==> src/rtl/axi4_lite_read_arbiter.sv <==
// Purpose : round-robin share of one AXI4-Lite read master between NUM_REQ requesters.
// Latency : accept at T, mst_read_start at T+1, rsp_valid at T+4 plus slave wait states.
// Backpr. : one transaction in flight; requests wait (req_valid held) until IDLE and master idle.
//
// Ports:
//   clk, rst          clock, asynchronous active-high reset
//   req_valid/addr    per-requester request and packed address (i at [i*ADDR_WIDTH +: ADDR_WIDTH])
//   req_ready         one-hot, one-cycle acceptance pulse
//   rsp_valid/data    one-hot, one-cycle completion pulse; data broadcast from the master
//   arb_busy          high whenever the FSM is not IDLE
//   mst_read_*        command/status interface of the read master
module axi4_lite_read_arbiter #(
  parameter int NUM_REQ    = 2,
  parameter int ADDR_WIDTH = 32,
  parameter int DATA_WIDTH = 32
) (
  input  logic                          clk,
  input  logic                          rst,
  input  logic [NUM_REQ-1:0]            req_valid,
  input  logic [NUM_REQ*ADDR_WIDTH-1:0] req_addr,
  output logic [NUM_REQ-1:0]            req_ready,
  output logic [NUM_REQ-1:0]            rsp_valid,
  output logic [DATA_WIDTH-1:0]         rsp_data,
  output logic                          arb_busy,
  output logic                          mst_read_start,
  output logic [ADDR_WIDTH-1:0]         mst_read_addr,
  input  logic                          mst_read_busy,
  input  logic [DATA_WIDTH-1:0]         mst_read_data
);

  localparam int IDX_W = $clog2(NUM_REQ);

  typedef enum logic [1:0] {IDLE, ISSUE, ACTIVE} state_t;

  state_t           state;
  logic [IDX_W-1:0] grant_idx;
  logic [IDX_W-1:0] last_grant;
  logic [IDX_W-1:0] winner;
  logic [IDX_W-1:0] cand;
  logic             found;
  logic             accept;
  int               cand_int;

  // Round-robin search starting one past the last grant. The modulo keeps the
  // wrap correct when NUM_REQ is not a power of two.
  always_comb begin
    winner   = '0;
    found    = 1'b0;
    cand     = '0;
    cand_int = 0;
    for (int k = 1; k <= NUM_REQ; k++) begin
      cand_int = (int'(last_grant) + k) % NUM_REQ;
      cand     = IDX_W'(cand_int);
      if (!found && req_valid[cand]) begin
        found  = 1'b1;
        winner = cand;
      end
    end
  end

  assign accept    = (state == IDLE) && !mst_read_busy && found;
  assign req_ready = accept ? (NUM_REQ'(1) << winner) : '0;

  // The master deasserts busy only after registering read_data, so the word is
  // already valid in the completion cycle.
  assign rsp_valid = ((state == ACTIVE) && !mst_read_busy) ? (NUM_REQ'(1) << grant_idx) : '0;
  assign rsp_data  = mst_read_data;
  assign arb_busy  = (state != IDLE);

  always_ff @(posedge clk or posedge rst) begin
    if (rst) begin
      state          <= IDLE;
      grant_idx      <= '0;
      last_grant     <= IDX_W'(NUM_REQ - 1);
      mst_read_addr  <= '0;
      mst_read_start <= 1'b0;
    end else begin
      mst_read_start <= 1'b0;
      case (state)
        IDLE: begin
          if (accept) begin
            grant_idx      <= winner;
            last_grant     <= winner;
            mst_read_addr  <= req_addr[winner*ADDR_WIDTH +: ADDR_WIDTH];
            mst_read_start <= 1'b1;
            state          <= ISSUE;
          end
        end
        ISSUE: begin
          // Master raises busy off this start pulse, so busy is valid in ACTIVE.
          state <= ACTIVE;
        end
        ACTIVE: begin
          if (!mst_read_busy) state <= IDLE;
        end
        default: state <= IDLE;
      endcase
    end
  end

endmodule

==> config.mk <==
export PLATFORM = sky130hd
export DESIGN_NAME = axi4_lite_read_arbiter
export DESIGN_NICKNAME = d
export VERILOG_FILES = /design/src/rtl/axi4_lite_read_arbiter.sv
export SDC_FILE = /design/constraint.sdc
export NUM_CORES = 1
export LEC_CHECK = 0
export CAP_MARGIN = 20
export CORE_MARGIN = 5
export CORE_UTILIZATION = 37
export CTS_BUF_LIST = sky130_fd_sc_hd__clkbuf_2 sky130_fd_sc_hd__clkbuf_4 sky130_fd_sc_hd__clkbuf_8
export DETAILED_ROUTE_END_ITERATION = 8
export GPL_ROUTABILITY_DRIVEN = 1
export PLACE_DENSITY = 0.89
export RECOVER_POWER = 25
export SYNTH_ARGS = -nofsm -noshare
export SYNTH_HDL_FRONTEND = slang
export SYNTH_SLANG_ARGS = --single-unit
==> constraint.sdc <==
create_clock -name clk -period 3.2 [get_ports clk]
set_input_delay 0.96 -clock clk [delete_from_list [all_inputs] [get_ports clk]]
set_output_delay 0.96 -clock clk [all_outputs]
set_load 0.03 [all_outputs]
Yosys cells after proc, flatten, opt, wreduce, memory -nomap -nowiden --
Index checks and enable logic that the tools add are counted.
Cells by class: reductions and logical operators 10, mux-type cells 15, equal/unequal tests 4, add/sub/neg operators 2, shift-type cells 3, $lt $le $gt $ge 2
Operators with widths (number):
- $shiftx 64x7->32 | 1
- $mux 1 | 10
- $mux 2 | 4
- $pmux 2 s3 | 1
- $logic_and 1x1->1 | 4
- $lt 1x2->1 const B | 2
- $ne 2x2->1 const B | 2
- $reduce_and 2->1 | 2
- $shl 1x1->2 const A | 2
- $add 1x1->1 const B | 2
- $eq 2x1->1 const B | 1
- $eq 2x2->1 const B | 1
- $logic_not 1->1 | 2
- $logic_not 2->1 | 1
- $reduce_bool 2->1 | 1
Word-level totals: logic and storage cells 41, flip-flop bits (word level) 37, output and inout bits 70, input port bits 101

Logic depth before layout (Yosys ltp) --
depth in word-level cells 10, depth in mapped cells 6, mapped depth without buffers 3

Worst setup path before layout --
No wires, ideal clock.
path kind input-to-output, from input mst_read_busy, to output req_ready[0], arrival 2293 ps, setup slack -53 ps, required time 2240 ps, cell stages on the path 4, buffers on the path 2, cell sequence or3_1 > buf_6 > buf_8 > nor3b_1
Between the ends: longest elaborated chain between the ends 4
RTL lines:
- start, declared | line 27 | input logic mst_read_busy,
- $logic_not 1->1
- $logic_and 1x1->1 (2 in a row) | line 61 | assign accept = (state == IDLE) && !mst_read_busy && found;
- $mux 2 | line 62 | assign req_ready = accept ? (NUM_REQ'(1) << winner) : '0;
- end, declared | line 21 | output logic [NUM_REQ-1:0] req_ready,
No other way between the ends.

Final worst setup path --
Ends and elaborated chain as after synthesis.

==> results.toml <==
[outcome]
status = "finished, final reports clean"

[route]
vias_per_cell = 5.34
drc = 0
drtPass1Iterations = 4
drt_iter0_markers = 78
wl_per_cell_um = 18.5
drtAntennaViolNets = 0
wirelength_um = 6450
dr_total_vias = 1858

[synth]
yosys.cell_types.count = 24
yosysWarnings = 0
synth_compound_area_share_pct = 16.3
synth-simple-area-share_pct = 23.0
synth_xor_area_share_pct = 0
syn-cell-area_um2 = 2160
synth_top_family_by_area = "simple AND/OR/NAND/NOR gates"
netlist_instances = 202
synthMuxAreaShare_pct = 0
synth_nets = 303
synthAdderAreaFrac_pct = 0
syn_avg_cell_area_um2 = 10.7
ys_seq_area_share_pct = 43.0
synth-seq-cells = 37

[power]
ir_drop_mv = 0.453
swShare_pct = 39.5
p_leak_nw = 1.28
pwr-share-clk_pct = 18.4
p_int_mw = 1.61
p_total_mw = 2.66
switching_power_mw = 1.05
seqPwrFrac_pct = 30.6
power_frac_comb_pct = 51.0
powerDensity_nw_per_um2 = 846

[grt]
grt_pass1_wl_um = 10100
grt-ovfl-total = 0
antenna_found_initial = 0
grt_pass1_vias = 1990
track_usage_pct = 17.1
grt_max_degree = 35

[min_path]
holdCritStartpoint = "mst_read_addr[28]"
hp-class = "reg2reg"
min_to = "mst_read_addr[28]"
min_delay_path_depth = 1

[finish]
final_cell_mix = "clkdlybuf4s50_1, dfrtp_1, nand2_1, nor3_2, a221o_1"
final_area_um2 = 3150
diodes = 0
drive_above_1_share_pct = 20.7
fin_nets = 376
area_growth_pct = 46.0
mostFrequentLayoutCell = "clkdlybuf4s50_1"

[cts]
clockBufferDepth = 2
ctsResizeCount = 0
htreeDepth = 2
clkTransAtPathRegs_ns = 0.08
cts_sinks = 37
worst_skew_pair.late_latency_ns = 0.29
cts_tree = "yes"
cts_setup_buffers = 0
cts_root_buf = "clkbuf_8"
cts-buffers-inserted = 5
holdBufCountCts = 0

[sta]
tightest_slew_ns = 0.926
hold_viol = 0
rsz0062_at_grt = "false"
fmax_ghz = 0.317
fin_worst_skew_ns = 0.00573
finalSetupViolCount = 0
tns_ns = 0
fin_crit_sh_pct = 98.7
slew_headroom_pct = 38.3
finalCriticalPeriod_ns = 3.16
drv_slew = 0

[floorplan]
die_area_um2 = 7460
rows = 27
core_area_um2 = 5570
die_h_um = 86.4
floorplan.initialDensity_pct = 38.7
die_w_um = 86.4
ios = 171

[critical_path]
r2r_start = "state[1]"
cp_num_buf_inv = 2
critPathMaxStageDelay_ns = 0.44
worstPathMaxFanout = 2
start_kind = "primary input"
worstRegToRegCells = 4
worst-endpoint-arrival_ns = 2.20
reg2reg_slack_ns = 1.44
r2r_end = "mst_read_addr[11]"
worst_setup_path_end_kind = "output port"
cp-startpoint = "mst_read_busy"
worstPathRequired_ns = 2.24
crit_chain = "clkdlybuf4s50_1, or3_2, nor3b_2, buf_4"
crit_type = "in2out"
crit_slowest_cell = "or3_2"
path_delay_family = "simple AND/OR/NAND/NOR gates"

[placement]
dpl_cell_area_um2 = 3050
gp_congestion = 0.815
numPortBuffers = 106
hpwl_um = 4830

[flow_run]
cap_violations = 0
## flip-flops by register name, indices dropped and copies added, names as in the netlist
register	flops
mst_read_addr	32
mst_read_start	1
grant_idx	1
state	2
last_grant	1
## area by class of cell
cell class,count,area (um^2)
clock buffers,5,68.8
clock inverters,3,68.8
fillers,498,2420
inverters,4,15.0
multi-input cells,110,861
flip-flops and latches,37,927
well taps,72,90.1
repair buffers,117,1120
## layer usage
layer | vias to the layer above | global-route usage, % | share of wire (%)
li1 | 847 | - | -
met1 | 882 | 19.2 | 38
met2 | 106 | 29.9 | 49
met3 | 23 | 5.51 | 9.8
met4 | 0 | 6.66 | 2.9
met5 | - | 0 | 0
## metrics by stage
stage          hold slack [ns]  util (%)  cells  setup slack, ns
2_1_floorplan            0.465         -    202            0.240
3_5_place_dp             0.500      54.7    340           0.0512
3_3_place_gp             0.487      54.2    339           0.0418
4_1_cts                  0.524      57.1    348           0.0453
6_report                 0.521      56.5    348           0.0419
5_1_grt                  0.546      56.5    348           0.0211
## cells by family after synthesis
kind of cell | count (synthesis)
and+or+nand+nor | 74
DFF | 37
AOI/OAI and AO/OA | 36
buffers and inverters | 55
## power by group through the flow
stage / registers [mW] / logic (mW) / clock network, mW
floorplan: 1.18 / 0.501 / 0
global placement: 0.810 / 1.35 / 0
detailed placement: 0.821 / 1.38 / 0
CTS: 0.816 / 1.38 / 0.506
global route: 0.843 / 1.43 / 0.524
finish: 0.815 / 1.36 / 0.490
## worst max-delay path by stage
| stage | end | slack, ns | depth (start not counted) |
|---|---|---|---|
| 5_1_grt | req_ready[0] | 0.02 | 4 |
| 4_1_cts | req_ready[0] | 0.05 | 4 |
| 2_1_floorplan | rsp_valid[0] | 0.24 | 1 |
| 6_report | req_ready[0] | 0.04 | 4 |
| 3_5_place_dp | req_ready[0] | 0.05 | 4 |
| 3_3_place_gp | req_ready[0] | 0.04 | 4 |
## synth_stat cells, drive strengths merged
| cell | number | area share, % |
|---|---|---|
| nand3 | 1 | 0.23 |
| nand2 | 33 | 5.7 |
| inv | 4 | 0.70 |
| clkbuf | 5 | 0.87 |
| or2 | 1 | 0.29 |
| dfrtp | 36 | 42 |
| a21o | 2 | 0.70 |
| nor3 | 33 | 15 |
| nor2b | 1 | 0.29 |
| a221o | 32 | 15 |
| buf | 46 | 16 |
| nor4bb | 1 | 0.46 |
| dfstp | 1 | 1.2 |
| or3 | 1 | 0.29 |
| nor3b | 1 | 0.35 |
| o21ai | 2 | 0.64 |
| nor4b | 1 | 0.41 |
| and3 | 1 | 0.29 |
(Power assumes the default switching activity.)
